**src/rtl/muldiv_unit_if.sv**
```systemverilog
// muldiv_unit_if: EX-stage request and HI/LO result bundle of the multiply/divide unit.
// The pipeline side (master) drives the request; the unit (slave) returns
// isbusy, the architectural HI/LO registers and its FSM state for debug.
//
// Handshake: a request is taken on a rising edge when start & en & ~kill and
// the unit is idle; there is no ready signal, the stall controller uses isbusy
// to keep further HI/LO-touching instructions out of EX while it is high.
interface muldiv_unit_if;
    logic        start;
    logic [2:0]  op;
    logic        en;
    logic        kill;
    logic [31:0] rs_data;
    logic [31:0] rt_data;
    logic        isbusy;
    logic [31:0] hi;
    logic [31:0] lo;
    logic [1:0]  fsm_state;

    modport master (
        output start, op, en, kill, rs_data, rt_data,
        input  isbusy, hi, lo, fsm_state
    );

    modport slave (
        input  start, op, en, kill, rs_data, rt_data,
        output isbusy, hi, lo, fsm_state
    );
endinterface

```
**src/rtl/muldiv_unit.sv**
```systemverilog
// muldiv_unit: multi-cycle MULT/MULTU/DIV/DIVU with HI/LO, plus MTHI/MTLO.
// Multiply is a 32-cycle shift-add and divide a 32-cycle restoring divider,
// both on operand magnitudes; signs are applied in the FIX cycle.
// Optional macro MDU_FAST_MUL_EN: multiply uses a single-cycle 64-bit '*'.
module muldiv_unit (
    input  logic           clk,
    input  logic           rst,
    muldiv_unit_if.slave   mdu
);
    typedef enum logic [1:0] {IDLE = 2'd0, MUL = 2'd1, DIV = 2'd2, FIX = 2'd3} state_t;

    state_t      state;
    logic [4:0]  cnt;
    logic [31:0] a_mag;
    logic [31:0] b_mag;
    logic        sign_p;     // result sign for product and quotient
    logic        sign_a;     // remainder sign, also restores rs for divide-by-zero
    logic        div_zero;
    logic        is_div;
    logic [63:0] acc;        // product accumulator, or {remainder, quotient}
    logic [31:0] hi_q;
    logic [31:0] lo_q;

    logic        is_signed;
    logic        is_md;
    logic        accept;
    logic        a_neg;
    logic        b_neg;
    logic [31:0] a_mag_in;
    logic [31:0] b_mag_in;
    logic [32:0] rem_sh;
    logic        div_ge;
    logic [32:0] div_diff;
    logic [31:0] rem_next;
    logic [63:0] prod_fix;
    logic [31:0] quo_fix;
    logic [31:0] rem_fix;
    logic [31:0] rs_orig;

    // Request decode, operand magnitudes (0x80000000 negates to itself = 2^31)
    always_comb begin
        is_signed = (mdu.op == 3'd0) || (mdu.op == 3'd2);
        is_md     = (mdu.op <= 3'd3);
        accept    = mdu.start & mdu.en & ~mdu.kill & (state == IDLE);
        a_neg     = is_signed & mdu.rs_data[31];
        b_neg     = is_signed & mdu.rt_data[31];
        a_mag_in  = a_neg ? (32'd0 - mdu.rs_data) : mdu.rs_data;
        b_mag_in  = b_neg ? (32'd0 - mdu.rt_data) : mdu.rt_data;
    end

    // One restoring-division step: 33-bit partial remainder against the divisor
    always_comb begin
        rem_sh   = acc[63:31];
        div_ge   = (rem_sh >= {1'b0, b_mag});
        div_diff = rem_sh - {1'b0, b_mag};
        rem_next = div_ge ? div_diff[31:0] : rem_sh[31:0];
    end

    // Sign correction of the finished magnitudes
    always_comb begin
        prod_fix = sign_p ? (64'd0 - acc) : acc;
        quo_fix  = sign_p ? (32'd0 - acc[31:0]) : acc[31:0];
        rem_fix  = sign_a ? (32'd0 - acc[63:32]) : acc[63:32];
        rs_orig  = sign_a ? (32'd0 - a_mag) : a_mag;
    end

`ifndef MDU_FAST_MUL_EN
    logic [32:0] mul_sum;
    // One shift-add step: add a when the multiplier LSB in acc[0] is set
    always_comb begin
        mul_sum = {1'b0, acc[63:32]} + (acc[0] ? {1'b0, a_mag} : 33'd0);
    end
`endif

    // Control FSM with operand latches, iteration datapath and HI/LO
    always_ff @(posedge clk) begin
        if (rst) begin
            state    <= IDLE;
            cnt      <= 5'd0;
            a_mag    <= 32'd0;
            b_mag    <= 32'd0;
            sign_p   <= 1'b0;
            sign_a   <= 1'b0;
            div_zero <= 1'b0;
            is_div   <= 1'b0;
            acc      <= 64'd0;
            hi_q     <= 32'd0;
            lo_q     <= 32'd0;
        end else begin
            case (state)
                IDLE: begin
                    if (accept) begin
                        case (mdu.op)
                            3'd0, 3'd1, 3'd2, 3'd3: begin
                                a_mag    <= a_mag_in;
                                b_mag    <= b_mag_in;
                                sign_p   <= a_neg ^ b_neg;
                                sign_a   <= a_neg;
                                div_zero <= (mdu.rt_data == 32'd0);
                                cnt      <= 5'd0;
                                is_div   <= mdu.op[1];
                                // multiplier starts in the low half; dividend likewise
                                acc      <= mdu.op[1] ? {32'd0, a_mag_in} : {32'd0, b_mag_in};
                                state    <= mdu.op[1] ? DIV : MUL;
                            end
                            3'd4:    hi_q <= mdu.rs_data;
                            3'd5:    lo_q <= mdu.rs_data;
                            default: ;
                        endcase
                    end
                end
                MUL: begin
`ifdef MDU_FAST_MUL_EN
                    acc   <= {32'd0, a_mag} * {32'd0, b_mag};
                    state <= FIX;
`else
                    acc <= {mul_sum, acc[31:1]};
                    cnt <= cnt + 5'd1;
                    if (cnt == 5'd31) state <= FIX;
`endif
                end
                DIV: begin
                    acc <= {rem_next, acc[30:0], div_ge};
                    cnt <= cnt + 5'd1;
                    if (cnt == 5'd31) state <= FIX;
                end
                FIX: begin
                    if (!is_div) begin
                        hi_q <= prod_fix[63:32];
                        lo_q <= prod_fix[31:0];
                    end else if (div_zero) begin
                        hi_q <= rs_orig;
                        lo_q <= 32'hFFFF_FFFF;
                    end else begin
                        hi_q <= rem_fix;
                        lo_q <= quo_fix;
                    end
                    cnt   <= 5'd0;
                    state <= IDLE;
                end
                default: state <= IDLE;
            endcase
        end
    end

    // isbusy also covers the issuing cycle so MFHI/MFLO in ID stalls immediately
    assign mdu.isbusy    = (state != IDLE) | (mdu.start & ~mdu.kill & is_md);
    assign mdu.hi        = hi_q;
    assign mdu.lo        = lo_q;
    assign mdu.fsm_state = state;
endmodule

```
**src/flat_wrapper.sv**
```systemverilog
// flat-port wrapper written by rule: the top's interface ports become plain ports
module muldiv_unit_flat 
  (clk, rst, mdu_start, mdu_op, mdu_en, mdu_kill, mdu_rs_data, mdu_rt_data, mdu_isbusy, mdu_hi, mdu_lo, mdu_fsm_state);
  muldiv_unit_if mdu_i ();
  input  logic clk;
  input  logic rst;
  input wire logic [$bits(mdu_i.start)-1:0] mdu_start;
  input wire logic [$bits(mdu_i.op)-1:0] mdu_op;
  input wire logic [$bits(mdu_i.en)-1:0] mdu_en;
  input wire logic [$bits(mdu_i.kill)-1:0] mdu_kill;
  input wire logic [$bits(mdu_i.rs_data)-1:0] mdu_rs_data;
  input wire logic [$bits(mdu_i.rt_data)-1:0] mdu_rt_data;
  output wire logic [$bits(mdu_i.isbusy)-1:0] mdu_isbusy;
  output wire logic [$bits(mdu_i.hi)-1:0] mdu_hi;
  output wire logic [$bits(mdu_i.lo)-1:0] mdu_lo;
  output wire logic [$bits(mdu_i.fsm_state)-1:0] mdu_fsm_state;
  assign mdu_i.start = mdu_start;
  assign mdu_i.op = mdu_op;
  assign mdu_i.en = mdu_en;
  assign mdu_i.kill = mdu_kill;
  assign mdu_i.rs_data = mdu_rs_data;
  assign mdu_i.rt_data = mdu_rt_data;
  assign mdu_isbusy = mdu_i.isbusy;
  assign mdu_hi = mdu_i.hi;
  assign mdu_lo = mdu_i.lo;
  assign mdu_fsm_state = mdu_i.fsm_state;
  muldiv_unit u_core (.clk(clk), .rst(rst), .mdu(mdu_i));
endmodule
```
**config.mk**
```make
export PLATFORM = sky130hd
export DESIGN_NAME = muldiv_unit_flat
export DESIGN_NICKNAME = d
export VERILOG_FILES = /design/src/rtl/muldiv_unit_if.sv /design/src/rtl/muldiv_unit.sv /design/src/flat_wrapper.sv
export SDC_FILE = /design/constraint.sdc
export NUM_CORES = 1
export LEC_CHECK = 0
export ABC_CLOCK_PERIOD_IN_PS = 4000
export BUFFER_PORTS_ARGS = -buffer_cell sky130_fd_sc_hd__buf_2
export CAP_MARGIN = 20
export CELL_PAD_IN_SITES_DETAIL_PLACEMENT = 1
export CELL_PAD_IN_SITES_GLOBAL_PLACEMENT = 2
export CORE_MARGIN = 2
export CORE_UTILIZATION = 36
export DETAILED_ROUTE_END_ITERATION = 6
export PLACE_DENSITY_LB_ADDON = 0.15
export SYNTH_ARGS = -nofsm -noshare
export SYNTH_HDL_FRONTEND = slang
export SYNTH_SLANG_ARGS = --single-unit
```
**constraint.sdc**
```tcl
create_clock -name clk -period 4 [get_ports clk]
set_input_delay 0.4 -clock clk [delete_from_list [all_inputs] [get_ports clk]]
set_output_delay 0.4 -clock clk [all_outputs]
set_load 0.02 [all_outputs]
```
# Yosys cells after proc, flatten, opt, wreduce, memory -nomap -nowiden
# Index checks and enable logic that the tools add are counted.
dict set report op_classes {
  magnitude_cmp 2
  n_reduce_logical 15
  n_bitwise 10
  mux 30
  n_addsub 9
  n_eq_ne 14
}
# op count
set ops {}
lappend ops {{32-bit two-way mux} 16}
lappend ops {{64-bit two-way mux} 3}
lappend ops {{64-bit one-hot mux with 3 select lines} 1}
lappend ops {{1-bit by 32-bit subtractor with 32-bit output (first input constant)} 5}
lappend ops {{32-bit one-hot mux with 2 select lines} 2}
lappend ops {{1-bit by 64-bit subtractor with 64-bit output (first input constant)} 1}
lappend ops {{32-bit by 32-bit adder with 33-bit output} 1}
lappend ops {{33-bit by 32-bit >= comparator with 1-bit output} 1}
lappend ops {{32-bit zero test} 1}
lappend ops {{32-bit subtractor} 1}
lappend ops {{5-bit one-hot mux with 3 select lines} 1}
lappend ops {{3-bit AND reduction} 5}
lappend ops {{5-bit two-way mux} 2}
lappend ops {{2-bit two-way mux} 4}
lappend ops {{1-bit bitwise AND} 7}
lappend ops {{3-bit by 2-bit == test with 1-bit output (second input constant)} 2}
lappend ops {{3-bit == test (second input constant)} 2}
lappend ops {{2-bit inequality test (second input constant)} 3}
lappend ops {{2-bit one-hot mux with 3 select lines} 1}
lappend ops {{5-bit by 1-bit adder with 5-bit output (second input constant)} 1}
lappend ops {{5-bit == test (second input constant)} 1}
lappend ops {{2-bit == test (second input constant)} 2}
lappend ops {{2-bit by 1-bit inequality test with 1-bit output (second input constant)} 2}
lappend ops {{2-bit nonzero test} 2}
lappend ops {{13 further kinds} 13}
dict set report word_totals {
  out_inout_bits 67
  elab_cells 91
  input_bits 72
  register_bits 203
}

# Logic depth before layout (Yosys ltp)
# Gate-level depths: netlist of run 1.
dict set report logic_depth {
  word_depth 8
  ltp_mapped 17
  ltp_nobuf 15
}

# Least setup slack after synthesis of run 1
# No wires, ideal clock.
dict set report synth_path {
  path_type {flip-flop to flip-flop}
  startpoint {register u_core.acc[6]}
  endpoint {register u_core.hi_q[17] (netlist: u_core.mdu.hi[17])}
  slack_ns 0.631
  required_time_ns 3.914
  t_arrival_ns 3.283
  stages_incl_launch_ff 14
  path_buffers 3
  synth_period_minus_slack_ns 3.369
  setup_time_ns 0.086
  path_cell_list {dfxtp_1 buf_6 or4_4 or3_1 buf_2 or3_4 buf_6 or3_4 or3_4 nand3_1 o31ai_1 o31ai_1 mux2i_1 a211oi_1}
}
dict set report synth_between {
  elab_chain_len 4
}
# item line_no
set synth_lines {}
lappend synth_lines {{start: declaration} muldiv_unit.sv:20} ;# logic [63:0] acc;
lappend synth_lines {{start signal: assignment} muldiv_unit.sv:103} ;# acc <= mdu.op[1] ? {32'd0, a_mag_in} : {32'd0, b_mag_in};
lappend synth_lines {{start signal: assignment} muldiv_unit.sv:117} ;# acc <= {mul_sum, acc[31:1]};
lappend synth_lines {{start signal: assignment} muldiv_unit.sv:123} ;# acc <= {rem_next, acc[30:0], div_ge};
lappend synth_lines {{1-bit by 64-bit subtractor with 64-bit output} muldiv_unit.sv:61} ;# prod_fix = sign_p ? (64'd0 - acc) : acc;
lappend synth_lines {{64-bit two-way mux} muldiv_unit.sv:61}
lappend synth_lines {{32-bit two-way mux} muldiv_unit.sv:128} ;# if (!is_div) begin
lappend synth_lines {{32-bit one-hot mux with 2 select lines} muldiv_unit.sv:90} ;# case (state)
lappend synth_lines {{end signal: assignment} muldiv_unit.sv:129} ;# hi_q <= prod_fix[63:32];
lappend synth_lines {{end signal: assignment} muldiv_unit.sv:132} ;# hi_q <= rs_orig;
lappend synth_lines {{end signal: assignment} muldiv_unit.sv:135} ;# hi_q <= rem_fix;
lappend synth_lines {{end: declaration} muldiv_unit.sv:21} ;# logic [31:0] hi_q;
# Every way passes these cells.
# A chain may end at the register's enable or synchronous reset.

# Worst setup path after layout of run 1
dict set report layout_path {
  startpoint {register u_core.acc[6]}
  endpoint {register u_core.hi_q[3] (netlist: u_core.mdu.hi[3])}
}
# The elaborated chain is that of the path after synthesis.

==> flow_summary.toml, run 1 <==
[run_status]
status = "complete, no violations"

[power_and_ir_drop]
ir_drop_uv = 680
leakage_nw = 7.60
power.density_nw_per_um2 = 585

[global_routing]
track_usage = 0.319
grt_pass1_vias = 18100
grt_max_degree = 98
antenna_found_initial = 0
overflow = 0
grt_pass1_wl_um = 117000

[logic_synthesis]
synth_cell_types = 71
yosysTopAreaCellShare = 0.243
synth_most_common_cell = "nand2_1"
synthCells = 2292
synth.area.top_cells = "dfxtp_1, xnor2_1, a21oi_1"
avgSynthCellArea_um2 = 7.31
synthArstFlopShare = 0
yosys.area.top_type = "dfxtp_1"
synth_common_cells = "nand2_1, nor2_1, a21oi_1, dfxtp_1, clkbuf_1"
synth_area_um2 = 16800
ys_ff_latch = 203
synthFlopType = "dfxtp_1"
syn_nets = 2441
synth-edff-count = 0
yosysWarningCount = 0
yosysSeqAreaShare = 0.243

[route]
antenna_left = 0
drcViolationCount = 0
vias = 18400
drtIter0Drc = 1535
avgViaCountPerCell = 6.14
dr.pass1.iters = 6
wl_per_cell_um = 26.2
routed_wl_um = 78300

[clock_network]
postCtsHoldBufs = 0
postCtsResizedCells = 0
root_buffer = "clkbuf_16"
numCtsBuffers = 26
cts.clk_slew.worst_paths_ns = 0.06
cts_buffer_depth = 3
cts_sinks = 203
cts_setup_buffers = 0
htree_levels = 1
clk_latency_ns = 0.57
cts_tree = "done"

[job]
drv_cap = 0

[final_layout]
areaGrowthSynthToFinish_pct = 14.1
finalNetCount = 2514
drive_gt1_frac = 0.122
fin_util = 0.413
design_area_um2 = 19100

[timing]
finalHoldViolCount = 0
tightest_slew_ns = 0.872
hold_ws_ns = 0.148
max_freq_mhz = 268
period_share = 0.934
drv_slew = 0
fin_crit_ns = 3.74
rsz0062_at_grt = "false"
worst_slack_ns = 0.263
skew_ns = 0.0100
fin_setup_tns_ns = 0
relSlewSlack = 0.417
setup_viol = 0

[floorplan]
die_y_um = 220
die_w_um = 220
row_count = 79
die_area_um2 = 48300
core-area_um2 = 46300
start_util = 0.362
io_pins = 139

[setup_path]
worstPathArrival_ns = 4.23
start_kind = "flop"
endpoint_kind = "flop"
critical_path_class = "reg -> reg"
path_max_fanout = 8
crit_required_ns = 4.49

[place]
pre_cts_ws_ns = 0.372
place_congestion = 0.914
dp_hpwl_um = 61300
placed_cell_area_um2 = 18200
portBuffers = 138

[min_path]
min_path_type = "in -> reg"
metal layers:
| layer | share of wire | global-route usage | routed length, um |
|---|---|---|---|
| met1 | 0.45 | 0.435 | 35100 |
| met2 | 0.45 | 0.499 | 34900 |
| met3 | 0.053 | 0.0385 | 4130 |
| met4 | 0.052 | 0.153 | 4090 |
| met5 | 0 | 0 | 0 |
placed cells by master (no fill, tap or decap), types with 35 or more instances in the layout:
cell | synthesis | final
o31ai_1 | 35 | 35
inv_1 | 77 | 77
and2_1 | 41 | 41
a211oi_1 | 90 | 90
ha_1 | 75 | 74
xnor2_1 | 124 | 124
buf_4 | 1 | 81
nor3_1 | 44 | 44
nand2_1 | 254 | 254
buf_2 | 5 | 137
dfxtp_1 | 203 | 201
a21oi_1 | 208 | 206
o21ai_0 | 149 | 149
xor2_1 | 86 | 86
nor2_1 | 209 | 208
o221ai_1 | 43 | 43
nand3_1 | 37 | 37
o211ai_1 | 39 | 39
sequential cells by signal, indices dropped and copies added, names as in the netlist:
| signal | count |
|---|---|
| u_core.a_mag | 32 |
| u_core.sign_a | 1 |
| u_core.is_div | 1 |
| u_core.mdu.lo | 32 |
| u_core.div_zero | 1 |
| u_core.b_mag | 32 |
| u_core.mdu.hi | 32 |
| u_core.sign_p | 1 |
| u_core.acc | 64 |
| u_core.cnt | 5 |
| u_core.mdu.fsm_state | 2 |
power by group:
group / internal (W) / leakage [nW] / switching [W]
clock network: 0.00152 / 0.436 / 0.00102
logic: 0.00185 / 5.51 / 0.00373
registers: 0.00249 / 1.65 / 0.000568
metrics by stage:
step / total power [W] / std cells
finish: 0.0112 / 2992
global route: 0.0118 / 2991
CTS: 0.0111 / 2991
detailed placement: 0.00856 / 2944
global placement: 0.00841 / 2943
floorplan: 0.00646 / 2292
cells by family after synthesis:
kind of cell,Yosys count,synth area share
buf+inv,255,0.0588
fa+ha+maj,77,0.0584
flops,203,0.243
compound gates,766,0.300
simple gates,749,0.210
xor+xnor,210,0.110
mux,32,0.0208
cell type report:
type	instances	area (um2)
fill	5734	27100
multi-input combinational	1834	11700
sequential	203	4070
timing repair buffer	221	1360
clock buffer	39	771
tap	607	759
inverter	79	297
clock inverter	8	121
antenna	1	2.50
final timing paths:
path                            to  slack, ns  cells past startpoint             start
setup / recovery  u_core.mdu.hi[3]       0.26                      9     u_core.acc[6]
hold / removal     u_core.b_mag[0]       0.15                      3    mdu_rt_data[0]
setup reg to reg  u_core.mdu.hi[3]       0.26                      9     u_core.acc[6]
hold reg to reg   u_core.mdu.lo[3]       0.45                      2  u_core.mdu.lo[3]
worst max-delay path, cell delays in order, from the launching register on:
cell and delay [ns]:
dfxtp_1 0.39, or4_4 0.57, or3_1 0.43, nor3_1 0.29
nand2_1 0.26, o31ai_1 0.66, xor2_1 0.13, o21ai_0 0.56
o211ai_1 0.18, a21oi_1 0.18
(Power assumes the default switching activity.)
==> inputs of run 2 (changes only) <==
Settings changed: GPL_TIMING_DRIVEN set to 0.
==> run 2 against run 1 <==
Compared with the run above: combinational power grew 6.5%; clock skew rose by 0.019 ns; global-route usage rose by 3.7 points; register-to-register slack worse by 0.12 ns; sequential power is 1% lower; routed wire length rose by 12%; die area stayed put; critical path depth up 1; critical path type unchanged; largest cell class unchanged.
==> flow_summary.toml, run 2 (synthesis results as in run 1) <==
[job]
drv_cap = 0

[final_layout]
most-common-layout-cells = "nand2_1, nor2_1, a21oi_1"
largest_reg_flops = 64
finalNetCount = 2609
regMostFlops = "u_core.acc"
final_common_cell = "nand2_1"
nFillCells = 5843
n_antenna_cell = 0
drive_gt1_frac = 0.0940
areaGrowthSynthToFinish_pct = 14.2

[timing]
finalHoldViolCount = 0
drv_slew = 0
fin_setup_tns_ns = 0
tightest_slew_ns = 1.19
fin_crit_ns = 3.86
max_freq_mhz = 259
rsz0062_at_grt = "false"
period_share = 0.965
setup_viol = 0
relSlewSlack = 0.198
hold_ws_ns = 0.161
skew_ns = 0.0288

[power_and_ir_drop]
ir_drop_uv = 364
leakage_nw = 7.43
switching_share = 0.500
switchingPower_w = 0.00565
internal-power_w = 0.00566
comb_power_share = 0.526
power_w = 0.0113
p_seq_frac = 0.268
power.density_nw_per_um2 = 591
pwr-share-clk = 0.207

[clock_network]
numCtsBuffers = 26
cts_tree = "done"
clk_latency_ns = 0.58
postCtsHoldBufs = 0
cts.clk_slew.worst_paths_ns = 0.06
htree_levels = 1
cts_buffer_depth = 3
cts_sinks = 203
root_buffer = "clkbuf_16"

[setup_path]
worstRegToRegCells = 10
crit_required_ns = 4.46
path_cells = "ha_1 > a21o_1 > a211o_1 > or4_1 > nor3_2 > o41ai_2 > a21oi_2 > clkbuf_1 > o21ai_0 > a221o_1"
start_kind = "flop"
endpoint_kind = "flop"
rr_endpoint = "u_core.acc[46]"
slowest_stage = "or4_1"
cp.buffers_inverters = 1
crit_family = "compound AO/OA/AOI/OAI gates"
reg2reg_slack_ns = 0.14
worstPathArrival_ns = 4.32
path_max_fanout = 10
r2r-start = "u_core.acc[45]"
critical_path_class = "reg -> reg"
critPathMaxStageDelay_ns = 0.52

[min_path]
hold_start = "mdu_rt_data[0]"
min_to = "u_core.b_mag[0]"
hold_depth = 3
min_path_type = "in -> reg"

[floorplan]
start_util = 0.362
row_count = 79
core-area_um2 = 46300
die_w_um = 220
io_pins = 139
die_area_um2 = 48300
die_y_um = 220

[route]
dr_wl_met3_um = 5770
routed.top_layer = "met4"
met1_length_um = 37900
routed_wl_um = 87800
vias = 19200
wl_met2_um = 40300
drcViolationCount = 0
wl_per_cell_um = 28.5
dr.pass1.iters = 5
avgViaCountPerCell = 6.23
drtIter0Drc = 1630
antenna_left = 0

[global_routing]
track_usage = 0.356
grt_pass1_wl_um = 126000
grt_max_degree = 14
antenna_found_initial = 3
overflow = 0
grt_pass1_vias = 18900

[run_status]
status = "complete, no violations"

[place]
dp_hpwl_um = 71200
place_congestion = 0.965
portBuffers = 136
[run 2: worst min-delay path, cell delays in order]
cell and delay (ns):
buf_2 0.16, nand2_1 0.08, a21oi_1 0.05
[run 2: how the worst max path moves through the flow]
stage	startpoint	cells past startpoint	endpoint
floorplan	u_core.acc[6]	13	u_core.mdu.hi[17]
global placement	u_core.acc[0]	17	u_core.acc[59]
detailed placement	u_core.acc[0]	17	u_core.acc[59]
CTS	u_core.acc[32]	11	u_core.mdu.hi[18]
global route	u_core.b_mag[10]	13	u_core.acc[0]
finish	u_core.acc[45]	10	u_core.acc[46]
[run 2: final cells by class]
| cell class | count | area, um2 | share of cell area |
|---|---|---|---|
| Buffer | 174 | 692 | 0.0362 |
| Tap cell | 607 | 759 | 0.0397 |
| Timing Repair Buffer | 142 | 718 | 0.0375 |
| Clock inverter | 8 | 78.8 | 0.00412 |
| Clock buffer | 38 | 736 | 0.0384 |
| Multi-Input combinational cell | 1834 | 11800 | 0.616 |
| Inverter | 79 | 302 | 0.0158 |
| Sequential cell | 203 | 4070 | 0.213 |
[run 2: per-stage QoR]
stage               instance area (um2)  instances  worst slack, ns   util
floorplan                         16800       2292            0.631      -
global placement                  18200       3035           -0.611  0.393
detailed placement                18200       3037           -0.601  0.394
CTS                               19100       3082           0.0282  0.412
global route                      19100       3085          0.00715  0.414
finish                            19100       3085            0.139  0.414
[run 2: power by group through the flow]
| stage | logic, W | clock network [W] | registers (W) |
|---|---|---|---|
| 5_1_grt | 0.00636 | 0.00243 | 0.00305 |
| 3_3_place_gp | 0.00561 | 0 | 0.00298 |
| 4_1_cts | 0.00574 | 0.00235 | 0.00299 |
| 3_5_place_dp | 0.00571 | 0 | 0.00300 |
| 6_report | 0.00594 | 0.00234 | 0.00302 |
| 2_1_floorplan | 0.00340 | 0 | 0.00306 |
[run 2: what timing repair did]
action | in CTS | in global routing
pin swaps | 0 | 2
setup buffers | 0 | 3
endpoints found under the hold margin | 0 | 0
gates resized for setup | 16 | 16
setup endpoints to repair | 36 | 41
[run 2: layer usage]
metal | global-route usage | up-vias
li1 | - | 8698
met5 | 0 | -
met2 | 0.589 | 725
met1 | 0.464 | 9588
met4 | 0.145 | 0
met3 | 0.0480 | 203
==> inputs of run 3 (changes only) <==
Settings changed: CTS_BUF_LIST set to sky130_fd_sc_hd__clkbuf_4.
==> run 3 against run 2 <==
Compared with the run above: power is 2.2% lower; global-route usage is 0.48 points higher; critical path depth is 1 higher; clock skew is 0.019 ns higher; first-iteration DRC count is 9.0% lower; critical path type unchanged; largest power group unchanged.
==> flow_summary.toml, run 3 (synthesis results as in run 1) <==
[run_status]
status = "complete, no violations"

[clock_network]
htree_levels = 2
cts_sinks = 203
cts_tree = "done"
clk_latency_ns = 0.86
numCtsBuffers = 60
cts_buffer_depth = 3
root_buffer = "clkbuf_4"
cts.clk_slew.worst_paths_ns = 0.07

[final_layout]
most-common-layout-cells = "nand2_1, nor2_1, a21oi_1"
drive_gt1_frac = 0.113
finalNetCount = 2673
fin_util = 0.420
final_common_cell = "nand2_1"
design_area_um2 = 19400
areaGrowthSynthToFinish_pct = 15.9
nFillCells = 5915
largest_reg_flops = 64
regMostFlops = "u_core.acc"

[timing]
tightest_slew_ns = 1.20
fin_crit_ns = 3.88
drv_slew = 0
setup_viol = 0
skew_ns = 0.0481
max_freq_mhz = 258
finalHoldViolCount = 0
period_share = 0.970
relSlewSlack = 0.199
worst_slack_ns = 0.121
rsz0062_at_grt = "true"

[global_routing]
grt_max_degree = 19
antenna_found_initial = 6
grt_pass1_vias = 19400
grt_pass1_wl_um = 127000
overflow = 0
track_usage = 0.360

[setup_path]
start_kind = "flop"
critical_path_class = "reg -> reg"
crit_required_ns = 4.76
path_max_fanout = 8
worstPathArrival_ns = 4.64
endpoint_kind = "flop"

[floorplan]
die_w_um = 220
die_area_um2 = 48300
die_y_um = 220
core-area_um2 = 46300
start_util = 0.362
io_pins = 139
row_count = 79

[route]
avgViaCountPerCell = 6.17
routed_wl_um = 88600
drtIter0Drc = 1483
drcViolationCount = 0
dr.pass1.iters = 5
antenna_left = 0
wl_per_cell_um = 27.8
vias = 19600

[place]
placed_cell_area_um2 = 18200
dp_hpwl_um = 71200
portBuffers = 136
pre_cts_ws_ns = -0.601
place_congestion = 0.965

[power_and_ir_drop]
power.density_nw_per_um2 = 569
ir_drop_uv = 345
leakage_nw = 7.62

[job]
drv_cap = 0

[min_path]
min_path_type = "in -> reg"
run 3: changes by cell type in the layout (fill, tap and decap cells not counted), moves of 2 or more:
| cell | change |
|---|---|
| diode_2 | +4 |
| clkbuf_16 | -26 |
| clkinv_2 | -2 |
| nor4_2 | +2 |
| clkbuf_1 | -8 |
| clkinv_1 | +18 |
| clkbuf_8 | -4 |
| nor4_1 | -2 |
| clkbuf_4 | +87 |
| dlygate4sd3_1 | +30 |
| inv_6 | +2 |
run 3: cell type report:
type,count,area (um2),share of cell area
antenna,4,10.0,0.000515
buffer,174,692,0.0356
clock buffer,87,653,0.0336
clock inverter,24,109,0.00560
inverter,79,302,0.0155
multi-input combinational,1834,11800,0.608
sequential,203,4070,0.210
tap,607,759,0.0391
timing repair buffer,172,1020,0.0524
run 3: routing by layer:
layer / vias up / track usage / routed length [um]
met5: - / 0 / 13
met4: 2 / 0.154 / 3850
met3: 217 / 0.0718 / 6430
met2: 791 / 0.592 / 40700
met1: 9745 / 0.458 / 37600
li1: 8878 / - / -
run 3: what timing repair did:
item                                   in CTS  in global routing
endpoints found under the hold margin      31                  0
buffers inserted                            0                  3
setup endpoints to repair                  35                 47
hold buffers                               30                  0
pin swaps                                   0                  2
resized for setup                          15                 21
run 3: through the flow:
step	setup TNS, ns	std cells	hold slack (ns)	power (W)
5_1_grt	-0.0106	3183	0.0212	0.0117
4_1_cts	0	3177	0.00228	0.0109
6_report	0	3184	0.0344	0.0111
3_5_place_dp	-10.33	3037	0.447	0.00870
3_3_place_gp	-11.45	3035	0.440	0.00859
2_1_floorplan	0	2292	0.436	0.00646
run 3: where the power goes:
group	total [W]	switching, W	internal [W]
Sequential	0.00302	0.000531	0.00249
Combinational	0.00595	0.00410	0.00185
Clock	0.00208	0.00107	0.00101
Total	0.0111	0.00571	0.00535
run 3: critical path: stages (launching register included):
cell and delay, ns:
dfxtp_1 0.38, clkbuf_1 0.31, inv_1 0.13, ha_1 0.25, or3b_2 0.57, or4_4 0.63
or4b_2 0.64, o21ai_0 0.22, xor2_1 0.10, o211ai_1 0.25, o211ai_1 0.17, a21oi_1 0.18
run 3: path summary, 6_finish.rpt:
kind               startpoint                end  slack (ns)  cells past startpoint
max            u_core.acc[32]  u_core.mdu.hi[18]        0.12                     11
max reg2reg    u_core.acc[32]  u_core.mdu.hi[18]        0.12                     11
min reg2reg  u_core.mdu.lo[1]   u_core.mdu.lo[1]        0.45                      2
min           mdu_rs_data[21]  u_core.mdu.lo[21]        0.03                      3
